==> src/rtl/toycpu_pkg.sv <==
// toycpu_pkg: opcodes, sequencer states and helpers shared by the toy CPU.
// Consumed by toycpu_seq and toycpu_counter.
package toycpu_pkg;

  localparam logic [2:0] OP_ALU = 3'b000;
  localparam logic [2:0] OP_LDI = 3'b001;
  localparam logic [2:0] OP_LD  = 3'b011;
  localparam logic [2:0] OP_ST  = 3'b101;
  localparam logic [2:0] OP_BR  = 3'b110;
  localparam logic [2:0] OP_HLT = 3'b111;

  localparam logic [1:0] NEXTPC_BRANCH = 2'b01;

  typedef enum logic [2:0] {
    S_IDLE,
    S_FETCH,
    S_EXEC,
    S_MEM,
    S_WB,
    S_HALT
  } seq_state_t;

  function automatic logic [2:0] opcodeOf(
    input logic [15:0] instr
  );
    return instr[15:13];
  endfunction

endpackage

==> src/rtl/toycpu_counter.sv <==
// toycpu_counter: free-running up counter with enable.
// Wraps from all-ones back to zero.
module toycpu_counter
  import toycpu_pkg::*;
#(
  parameter int Width = 16
) (
  input  logic             clk,
  input  logic             rst_n,
  input  logic             en,
  output logic [Width-1:0] count
);

  always_ff @(posedge clk or negedge rst_n) begin
    if (!rst_n) begin
      count <= '0;
    end else if (en) begin
      count <= count + Width'(1);
    end
  end

endmodule

==> src/rtl/toycpu_seq.sv <==
// toycpu_seq: multi-cycle fetch/exec/mem/wb sequencer of the toy CPU.
// Define TOYCPU_HALT_EN to make opcode 3'b111 park the core in HALT.
module toycpu_seq
  import toycpu_pkg::*;
#(
  parameter logic [15:0] RESET_PC = 16'h0000
) (
  input  logic        clk,
  input  logic        rst_n,
  input  logic        run,
  output logic        mem_req,
  output logic        mem_we,
  output logic [15:0] mem_addr,
  output logic [15:0] mem_wdata,
  input  logic [15:0] mem_rdata,
  input  logic        mem_ack,
  output logic [15:0] ir,
  output logic [15:0] pc,
  input  logic [1:0]  dec_next_pc_sel,
  input  logic        dec_mem_we,
  input  logic        dec_daddr_sel,
  input  logic        dec_reg_data_in_src,
  input  logic        dec_reg_file_we,
  input  logic [15:0] dec_instr_data,
  input  logic [15:0] reg_src1_data,
  input  logic [15:0] reg_src2_data,
  input  logic        alu_c,
  input  logic        alu_z,
  output logic        c_flag,
  output logic        z_flag,
  output logic        rf_we,
  output logic [15:0] mdr,
  output logic [15:0] instret,
  output logic        halted
);

  seq_state_t state;
  seq_state_t nextState;
  seq_state_t boundary;

  logic [2:0]  op;
  logic [15:0] pcNext;
  logic        irLoad;
  logic        mdrLoad;
  logic        pcLoad;
  logic        flagsLoad;
  logic        retire;
  logic        unusedDec;

`ifdef TOYCPU_HALT_EN
  localparam bit HaltEn = 1'b1;
  assign halted = (state == S_HALT);
`else
  localparam bit HaltEn = 1'b0;
  assign halted = 1'b0;
`endif

  // These decoder outputs steer the register file, not the sequencer.
  assign unusedDec = ^{dec_daddr_sel, dec_reg_data_in_src, dec_reg_file_we};

  assign op = opcodeOf(ir);
  assign boundary = run ? S_FETCH : S_IDLE;
  assign pcNext = (dec_next_pc_sel == NEXTPC_BRANCH)
                ? pc + dec_instr_data
                : pc + 16'd1;

  always_ff @(posedge clk or negedge rst_n) begin
    if (!rst_n) begin
      state <= S_IDLE;
    end else begin
      state <= nextState;
    end
  end

  always_comb begin
    nextState = state;
    mem_req   = 1'b0;
    mem_we    = 1'b0;
    mem_addr  = 16'h0000;
    mem_wdata = 16'h0000;
    rf_we     = 1'b0;
    irLoad    = 1'b0;
    mdrLoad   = 1'b0;
    pcLoad    = 1'b0;
    flagsLoad = 1'b0;
    retire    = 1'b0;
    unique case (state)
      S_IDLE: begin
        if (run) nextState = S_FETCH;
      end
      S_FETCH: begin
        mem_req  = 1'b1;
        mem_addr = pc;
        if (mem_ack) begin
          irLoad    = 1'b1;
          nextState = S_EXEC;
        end
      end
      S_EXEC: begin
        pcLoad    = 1'b1;
        retire    = 1'b1;
        nextState = boundary;
        case (op)
          OP_ALU: begin
            rf_we     = 1'b1;
            flagsLoad = 1'b1;
          end
          OP_LDI: rf_we = 1'b1;
          OP_LD, OP_ST: begin
            retire    = 1'b0;
            nextState = S_MEM;
          end
          OP_BR: nextState = boundary;
          OP_HLT: begin
            if (HaltEn) nextState = S_HALT;
          end
          default: nextState = boundary;
        endcase
      end
      S_MEM: begin
        mem_req   = 1'b1;
        mem_we    = dec_mem_we;
        mem_addr  = reg_src1_data;
        mem_wdata = reg_src2_data;
        if (mem_ack) begin
          if (dec_mem_we) begin
            retire    = 1'b1;
            nextState = boundary;
          end else begin
            mdrLoad   = 1'b1;
            nextState = S_WB;
          end
        end
      end
      S_WB: begin
        rf_we     = 1'b1;
        retire    = 1'b1;
        nextState = boundary;
      end
      S_HALT: nextState = S_HALT;
      default: nextState = S_IDLE;
    endcase
  end

  always_ff @(posedge clk or negedge rst_n) begin
    if (!rst_n) begin
      pc     <= RESET_PC;
      ir     <= 16'h0000;
      mdr    <= 16'h0000;
      c_flag <= 1'b0;
      z_flag <= 1'b0;
    end else begin
      if (irLoad) ir <= mem_rdata;
      if (mdrLoad) mdr <= mem_rdata;
      if (pcLoad) pc <= pcNext;
      if (flagsLoad) begin
        c_flag <= alu_c;
        z_flag <= alu_z;
      end
    end
  end

  toycpu_counter #(
    .Width(16)
  ) instretCnt (
    .clk  (clk),
    .rst_n(rst_n),
    .en   (retire),
    .count(instret)
  );

endmodule

==> config.mk <==
export PLATFORM = sky130hd
export DESIGN_NAME = toycpu_seq
export DESIGN_NICKNAME = d
export VERILOG_FILES = /design/src/rtl/toycpu_pkg.sv /design/src/rtl/toycpu_counter.sv /design/src/rtl/toycpu_seq.sv
export SDC_FILE = /design/constraint.sdc
export NUM_CORES = 1
export LEC_CHECK = 0
export ABC_CLOCK_PERIOD_IN_PS = 2500
export BUFFER_PORTS_ARGS = -buffer_cell sky130_fd_sc_hd__buf_4
export CAP_MARGIN = 40
export CORE_MARGIN = 2
export CORE_UTILIZATION = 48
export DETAILED_ROUTE_END_ITERATION = 10
export MAX_ROUTING_LAYER = met4
export PLACE_DENSITY = 0.81
export SETUP_SLACK_MARGIN = 0.5
export SLEW_MARGIN = 10
export SYNTH_ARGS = -nofsm -noshare
export SYNTH_HDL_FRONTEND = slang
export SYNTH_SLANG_ARGS = --single-unit
==> constraint.sdc <==
create_clock -name clk -period 2.5 [get_ports clk]
set_input_delay 0.125 -clock clk [delete_from_list [all_inputs] [get_ports clk]]
set_output_delay 0.125 -clock clk [all_outputs]
set_load 0.1 [all_outputs]
### Word-level counts from Yosys, hierarchy flattened

Cells that the tools add are included.

* bits in registers: 69
* bits in read-only memories: 0
* bits in latches: 0
* word-level logic and storage cells: 54
* bits of input ports: 76
* bits in writable memories: 0
* output and inout port bits: 102
* memories: 0

* multiply operators: 0
* shift-type cells: 0
* magnitude comparators: 0
* muxes and demuxes: 26
* divide/modulo/power cells: 0
* reductions and logical operators: 6
* eq/ne operators: 12
* $add $sub $neg: 3
* bitwise logic cells: 0

Operator list (count)
* 16-bit by 1-bit adder with 16-bit output (second input constant): 2
* 16-bit 2-to-1 mux: 2
* 16-bit one-hot mux with 2 select lines: 1
* 3-bit one-hot mux with 6 select lines: 1
* 16-bit adder: 1
* 1-bit 2-to-1 mux: 15
* 3-bit 2-to-1 mux: 4
* 3-bit by 2-bit == test with 1-bit output (second input constant): 3
* 3-bit == test (second input constant): 3
* 3-bit by 1-bit == test with 1-bit output (second input constant): 2
* 3-bit zero test: 2
* 2-bit != test (second input constant): 3
* 2-bit OR reduction: 3
* 1-bit one-hot mux with 3 select lines: 1
* 3-bit AND reduction: 1
* 2-bit by 1-bit == test with 1-bit output (second input constant): 1
* 2-bit 2-to-1 mux: 1
* 1-bit one-hot mux with 2 select lines: 1

### Longest topological paths before layout

Gate-level depths: netlist of the first run.

* depth in word-level cells: 4
* mapped depth: 11

### Modules after synthesis

From an unflattened synthesis of the first run, not the netlist that was laid out.

* cells, all modules: 408
* area, all modules: 4090.2 µm²

By module, submodules not included
* toycpu_seq: times used 1, sequential area each 1326.3 µm², area each 3394.5 µm², cells an instance 352
* toycpu_counter: times used 1, sequential area each 400.4 µm², area each 695.7 µm², cells an instance 56

### Worst setup path after synthesis of the first run

No wires, ideal clock.

* path kind: register -> output
* start point: register ir[14]
* end point: output port rf_we
* setup slack: -0.363 ns
* arrival: 2.738 ns
* cell stages (with the launch flop): 3
* data required time: 2.375 ns
* cells stage by stage: dfrtp_1 -> or3_1 -> a21oi_1

* word-level cells in the longest chain between the ends: 4

RTL lines
* from (decl): line toycpu_seq.sv:17 `output logic [15:0] ir,`
* from (signal assigned): line toycpu_seq.sv:153 `if (irLoad) ir <= mem_rdata;`
* 3-bit by 1-bit == test with 1-bit output or 3-bit zero test (tied branches): line toycpu_seq.sv:103 `case (op)`
* 2-bit OR reduction (no line) *
* 1-bit 2-to-1 mux *: line toycpu_seq.sv:103
* 1-bit one-hot mux with 2 select lines *: line toycpu_seq.sv:87 `unique case (state)`
* to (decl): line toycpu_seq.sv:31 `output logic rf_we,`

Mark *: on every way between the ends. The rest lies on a longest branch, timed or not.

### Worst setup path after layout of the first run

* start point: register pc[0]
* end point: register pc[14]

* word-level cells in the longest chain between the ends: 2

RTL lines
* from (decl): line toycpu_seq.sv:18 `output logic [15:0] pc,`
* from (signal assigned): line toycpu_seq.sv:155 `if (pcLoad) pc <= pcNext;`
* 16-bit by 1-bit adder with 16-bit output or 16-bit adder (tied branches): line toycpu_seq.sv:65, toycpu_seq.sv:64
* 16-bit 2-to-1 mux *: line toycpu_seq.sv:64 `? pc + dec_instr_data`

Marked as above.
A chain may end at the register's enable or synchronous reset.

==> flow_summary.ini, run 1 <==
[route]
drt_iter0_drc = 120
drtPass1Iterations = 5
viasPerCell = 5.26
wl_microns = 11300
drcViolationCount = 0
via_count = 3626
wire_per_inst_microns = 16.4
ant_nets = 0

[critical_path]
crit_fanout = 2
critPathKind = reg2reg
end_kind = flip-flop
rr_worst_depth = 8
cp.required_ns = 2.72
r2r_slack_ns = 0.38
arrival_ns = 2.34
start_kind = flip-flop
crit-reg2reg-launch = pc[0]$_DFFE_PN0N_
r2r_end = pc[14]$_DFFE_PN0N_

[floorplan]
io_pins = 178
die-area_sq_um = 9100
coreArea_sq_um = 8130
start_util_pct = 49.3
die_w_microns = 95.4
core.rowCount = 33
die_h_microns = 95.4

[clocking]
htree_levels = 3
cts_num_sinks = 69
clk_pin_slew_ns = 0.09
cts_tree = yes
clock_path_buffers = 2
insertion_delay_ns = 0.34
cts_root_buf = clkbuf_8
numCtsBuffers = 9

[min_path]
hold_path_class = in2reg
whs_path_depth = 2
min_to = ir[15]$_DFFE_PN0P_
hp-start = mem_rdata[15]

[timing]
fmax_mhz = 472
min_period_over_period_pct = 84.7
setup_viol = 0
final-max-slew-violation-count = 0
rsz0062_at_grt = true
fin_worst_skew_ns = 0.0144
min_period_ns = 2.12
fin_setup_tns_ns = 0
hold_viol = 0

[status]
run_status = finished, final reports clean

[yosys]
avgSynthCellArea_sq_um = 10.4
syn-num-nets = 478
synth.distinct_cells = 51
syn_inst = 385
synth_ff_type = dfrtp_1
async_flop_share_pct = 100
synth_warnings = 0
synth_seq_area_share_pct = 43.1
synth-edff-count = 0
syn-cell-area_sq_um = 4010
ys_seq_elements = 69

[final_layout]
final_util_pct = 76.1
insertedDiodeCount = 0
area_growth_pct = 54.5
final_nets = 673
layout_common_cells = buf_4, dfrtp_1, nand2_1
final_common_cell = buf_4
drive_above_1_share_pct = 52.6

[grt]
grt_pass1_wl_microns = 17500
grt-ovfl-total = 0
grtUsageTotal_pct = 25.3
antenna_found_initial = 0
grt_max_degree = 49
grt_pass1_vias = 3618

[placement]
dp_hpwl_microns = 8260
globalplace.congestion = 0.856
portBuffers = 173

[run]
cap_violations = 0
==> what timing repair did <==
| item | 4_1_cts | 5_1_grt |
|---|---|---|
| pin swaps | 13 | 11 |
| endpoints found under the hold margin | 22 | 1 |
| hold buffers | 2 | 1 |
| setup endpoints to repair | 5 | 8 |
| resized for setup | 1 | 11 |
| buffers inserted | 15 | 6 |
| gates cloned | 0 | 0 |
==> metal layers <==
layer	global-route usage (%)	up-vias	part of all wire, %
li1	-	1752	-
met1	31.0	1764	41
met2	44.0	100	53
met3	3.24	10	4.4
met4	7.38	0	1.2
met5	-	-	0
==> worst max path at each step <==
stage                                     from                 end  slack [ns]  depth (start not counted)
after floorplan           state[1]$_DFFE_PN0P_         mem_addr[0]        0.11                          4
after global placement      dec_next_pc_sel[1]  pc[14]$_DFFE_PN0N_        0.13                         11
after detailed placement    dec_next_pc_sel[1]  pc[14]$_DFFE_PN0N_        0.07                         11
after CTS                    pc[0]$_DFFE_PN0N_  pc[14]$_DFFE_PN0N_        0.34                          8
after global routing         pc[0]$_DFFE_PN0N_  pc[14]$_DFFE_PN0N_        0.27                          8
final                        pc[0]$_DFFE_PN0N_  pc[14]$_DFFE_PN0N_        0.38                          8
==> registers in the layout, indices dropped and copies added, names as in the netlist <==
name and flops:
ir 16, state 3, pc 16, z_flag 1
mdr 16, c_flag 1, instretCnt.count 16
==> cell families after synthesis <==
kind of cell / after synthesis / share of synthesized area (%)
flip-flops: 69 / 43.1
other: 1 / 0.0936
multiplexers: 54 / 14.6
buffers and inverters: 27 / 2.97
adder cells (fa/ha/maj): 17 / 5.49
AO/OA/AOI/OAI: 62 / 10.5
AND/OR/NAND/NOR: 126 / 16.9
XOR/XNOR: 29 / 6.34
==> final cells by class <==
class	count	area [sq um]
clock inverter	7	106
timing repair buffer	205	1570
tap	105	131
clock buffer	9	124
fill	559	1940
sequential	69	1790
multi-input combinational	289	2450
inverter	6	22.5
==> critical path, stage by stage, from the launching register on <==
cell and delay (ns):
dfrtp_4 0.49, ha_4 0.17, fa_2 0.34, a21oi_2 0.14, o21bai_1 0.11, a21o_1 0.20, a221oi_2 0.27, xor2_1 0.19
o21ai_1 0.07
==> per-stage QoR <==
step / hold WS (ns) / worst slack (ns) / instances / cell area (sq um)
CTS: 0.000339 / 0.337 / 683 / 6090
finish: 0.00837 / 0.381 / 690 / 6190
global placement: 0.291 / 0.126 / 649 / 5690
floorplan: -0.171 / 0.106 / 385 / 4330
detailed placement: 0.0422 / 0.0676 / 650 / 5720
global route: 0.000548 / 0.275 / 690 / 6190
==> synthesized netlist by cell type (3+ instances only) <==
| master | n | area share, % |
|---|---|---|
| dfrtp_1 | 69 | 43 |
| o21ai_0 | 15 | 1.9 |
| clkbuf_1 | 7 | 0.66 |
| nand2b_1 | 6 | 0.94 |
| a21o_1 | 4 | 0.75 |
| buf_2 | 8 | 1.0 |
| o21bai_1 | 4 | 0.75 |
| a21oi_1 | 14 | 1.7 |
| buf_1 | 4 | 0.37 |
| and3_1 | 23 | 3.6 |
| nor2_1 | 20 | 1.9 |
| nand3_1 | 11 | 1.4 |
| xnor2_1 | 25 | 5.5 |
| mux2_1 | 18 | 5.1 |
| nand4_1 | 4 | 0.62 |
| mux2_2 | 19 | 5.3 |
| o21a_1 | 3 | 0.56 |
| o21ai_1 | 5 | 0.62 |
| mux2i_1 | 17 | 4.2 |
| nand2_1 | 31 | 2.9 |
| inv_1 | 6 | 0.56 |
| xor2_1 | 4 | 0.87 |
| and2_1 | 18 | 2.8 |
| ha_1 | 16 | 5.0 |
Power of run 1 is not shown: default switching activity piles up to over one toggle a cycle in this logic, so the estimate is an artifact.
==> inputs of run 2 (changes only) <==
Settings changed: ABC_CLOCK_PERIOD_IN_PS 2500 to 1700, CORE_UTILIZATION 48 to 43, PLACE_DENSITY 0.81 to 0.77.
Clock period 2.5 ns to 1.7 ns, I/O delays scaled along.
==> run 2 against run 1 <==
The run now fails in global routing. Synthesized area did not move. Synthesized cell count did not move.
==> flow_summary.ini, run 2 <==
[grt]
grt_max_degree = 39
antenna_found_initial = 0

[clocking]
numCtsBuffers = 9
cts_num_sinks = 69
clock_path_buffers = 2
htree_levels = 3
cts_root_buf = clkbuf_8

[yosys]
synth_top_area_share_pct = 43.1
async_flop_share_pct = 100
synth_warnings = 0
synth_seq_area_share_pct = 43.1
synth_ff_type = dfrtp_1
yosysTopAreaCell = dfrtp_1
syn-cell-area_sq_um = 4010
synth-edff-count = 0
synth.area.top_cells = dfrtp_1, xnor2_1, mux2_2, mux2_1, ha_1
syn_inst = 385
ys_top_cells_by_count = dfrtp_1, nand2_1, xnor2_1, and3_1, nor2_1
ys_seq_elements = 69
syn-num-nets = 478
avgSynthCellArea_sq_um = 10.4
yosysMostFrequentCell = dfrtp_1
synth.distinct_cells = 51

[floorplan]
core.rowCount = 35
die_h_microns = 101
start_util_pct = 43.8
die_w_microns = 101
io_pins = 178

[status]
stop_stage = global routing
run_status = did not finish
error_message = [ERROR DPL-0033] detailed placement checks failed during check placement.

[timing]
worstEpCategory = register data pin
grt-worst-endpoint = pc[14]$_DFFE_PN0N_/D

[placement]
globalplace.congestion = 0.896
dp_hpwl_microns = 9030
portBuffers = 173
dp.cells = 722
run 2: cell counts after synthesis:
No cell type changed its count.
run 2: kinds of logic after synthesis:
| group | after synthesis | share of synthesized area (%) |
|---|---|---|
| other cells | 1 | 0.0936 |
| fa+ha+maj | 17 | 5.49 |
| compound gates | 62 | 10.5 |
| mux | 54 | 14.6 |
| simple gates | 126 | 16.9 |
| flops | 69 | 43.1 |
| buf+inv | 27 | 2.97 |
| xor+xnor | 29 | 6.34 |
run 2: repair_timing:
action	in CTS
gates cloned	4
buffers inserted	17
hold endpoints to repair	102
resized for setup	194
hold buffers	19
pin swaps	31
setup endpoints to repair	120
run 2: metrics by stage:
step / setup slack, ns / area (sq um) / hold slack (ns)
2_1_floorplan: -0.497 / 4810 / -0.211
3_3_place_gp: -0.542 / 6640 / -0.0508
3_5_place_dp: -0.571 / 6640 / -0.0503
4_1_cts: -0.366 / 8060 / 0.0866
==> inputs of run 3 (changes only) <==
Settings changed: ABC_CLOCK_PERIOD_IN_PS 1700 to 2200, CORE_UTILIZATION 43 to 40, MAX_ROUTING_LAYER met4 to not set, PLACE_DENSITY 0.77 to not set, PLACE_DENSITY_LB_ADDON set to 0.15, SETUP_SLACK_MARGIN 0.5 to not set.
Clock period 1.7 ns to 2.2 ns, I/O delays scaled along.
==> run 3 against run 2 <==
The flow now finishes without violations.
==> flow_summary.ini, run 3 (same netlist as run 1, synthesis figures left out) <==
[placement]
portBuffers = 173
place_area_sq_um = 5930
dp.cells = 702
dp_hpwl_microns = 8520
globalplace.congestion = 0.848

[final_layout]
area_growth_pct = 58.7
final_cells = 737
insertedDiodeCount = 0
layout_common_cells = buf_4, dfrtp_1, nand2_1
final_nets = 692
stdcell_area_sq_um = 6360
final_common_cell = buf_4
nFillCells = 799
drive_above_1_share_pct = 51.2

[grt]
grt_pass1_vias = 3814
grtUsageTotal_pct = 21.3
grt_max_degree = 42
antenna_found_initial = 0
grt_pass1_wl_microns = 18700
grt-ovfl-total = 0

[timing]
hold_viol = 0
fmax_mhz = 471
fin_worst_skew_ns = 0.0119
whs_ns = 0.103
relSlewSlack_pct = 63.8
final-max-slew-violation-count = 0
rsz0062_at_grt = true
worst_pin_slew_ns = 0.543
min_period_over_period_pct = 96.5
setup_viol = 0
min_period_ns = 2.12
fin_setup_tns_ns = 0

[floorplan]
start_util_pct = 41.2
die_h_microns = 104
die_w_microns = 104
io_pins = 178
die-area_sq_um = 10800
core.rowCount = 36
coreArea_sq_um = 9730

[route]
via_count = 3698
ant_nets = 0
wl_microns = 11300
drtPass1Iterations = 4
drcViolationCount = 0
wire_per_inst_microns = 15.4
drt_iter0_drc = 100
viasPerCell = 5.02

[min_path]
hold_path_class = in2reg

[clocking]
cts_num_sinks = 69
htree_levels = 3
clk_pin_slew_ns = 0.09
cts_root_buf = clkbuf_8
numCtsBuffers = 9
cts_tree = yes
clock_path_buffers = 2
insertion_delay_ns = 0.35

[critical_path]
arrival_ns = 2.36
cp.required_ns = 2.43
crit-reg2reg-launch = pc[0]$_DFFE_PN0N_
startpoint = pc[0]$_DFFE_PN0N_
rr_worst_depth = 8
end_kind = flip-flop
crit_fanout = 4
crit_end = pc[14]$_DFFE_PN0N_
start_kind = flip-flop
critPathKind = reg2reg
r2r_slack_ns = 0.08
r2r_end = pc[14]$_DFFE_PN0N_

[run]
cap_violations = 0

[status]
run_status = finished, final reports clean
## run 3: worst max-delay path, stage by stage, from the launching register on
cell      delay, ns
dfrtp_4        0.51
ha_4           0.17
fa_2           0.35
a21oi_2        0.15
o21bai_1       0.12
a21o_1         0.20
a221oi_2       0.27
xor2_1         0.17
o21ai_1        0.07
## run 3: worst min-delay path by stage
stage	startpoint	endpoint	cells past startpoint
after floorplan	rst_n	c_flag$_DFFE_PN0P_	0
after global placement	rst_n	instretCnt.count[8]$_DFFE_PN0P_	1
after detailed placement	rst_n	instretCnt.count[6]$_DFFE_PN0P_	1
after CTS	run	state[0]$_DFFE_PN0P_	3
after global routing	run	state[0]$_DFFE_PN0P_	3
final	run	state[0]$_DFFE_PN0P_	3
## run 3: per-layer routing
layer | track usage [%] | vias up | routed length (microns)
met5 | 0 | - | 0
met4 | 8.59 | 0 | 234
met3 | 3.13 | 17 | 530
met2 | 37.4 | 128 | 5810
met1 | 26.2 | 1773 | 4770
li1 | - | 1780 | -
## run 3: timing repair
item | CTS | global route
endpoints found under the hold margin | 73 | 0
gates cloned | 0 | 0
buffers inserted | 0 | 0
hold buffers | 19 | 0
gates resized for setup | 1 | 1
endpoints found under the setup margin | 1 | 2
## run 3: layout make-up
cell class,instances,area [sq um],share of cell area (%)
inverter,6,22.5,0.354
clock buffer,9,124,1.95
multi-input combinational,289,2410,37.9
sequential,69,1790,28.1
clock inverter,7,106,1.67
timing repair buffer,224,1740,27.4
tap,133,166,2.62
## run 3: metrics by stage
| stage | setup WS, ns | util [%] |
|---|---|---|
| global route | -0.0346 | 65.4 |
| floorplan | -0.0152 | - |
| CTS | 0.0600 | 65.4 |
| detailed placement | -0.132 | 61.0 |
| global placement | -0.0712 | 61.0 |
| finish | 0.0768 | 65.4 |
Power of run 3 is left out for the same reason.
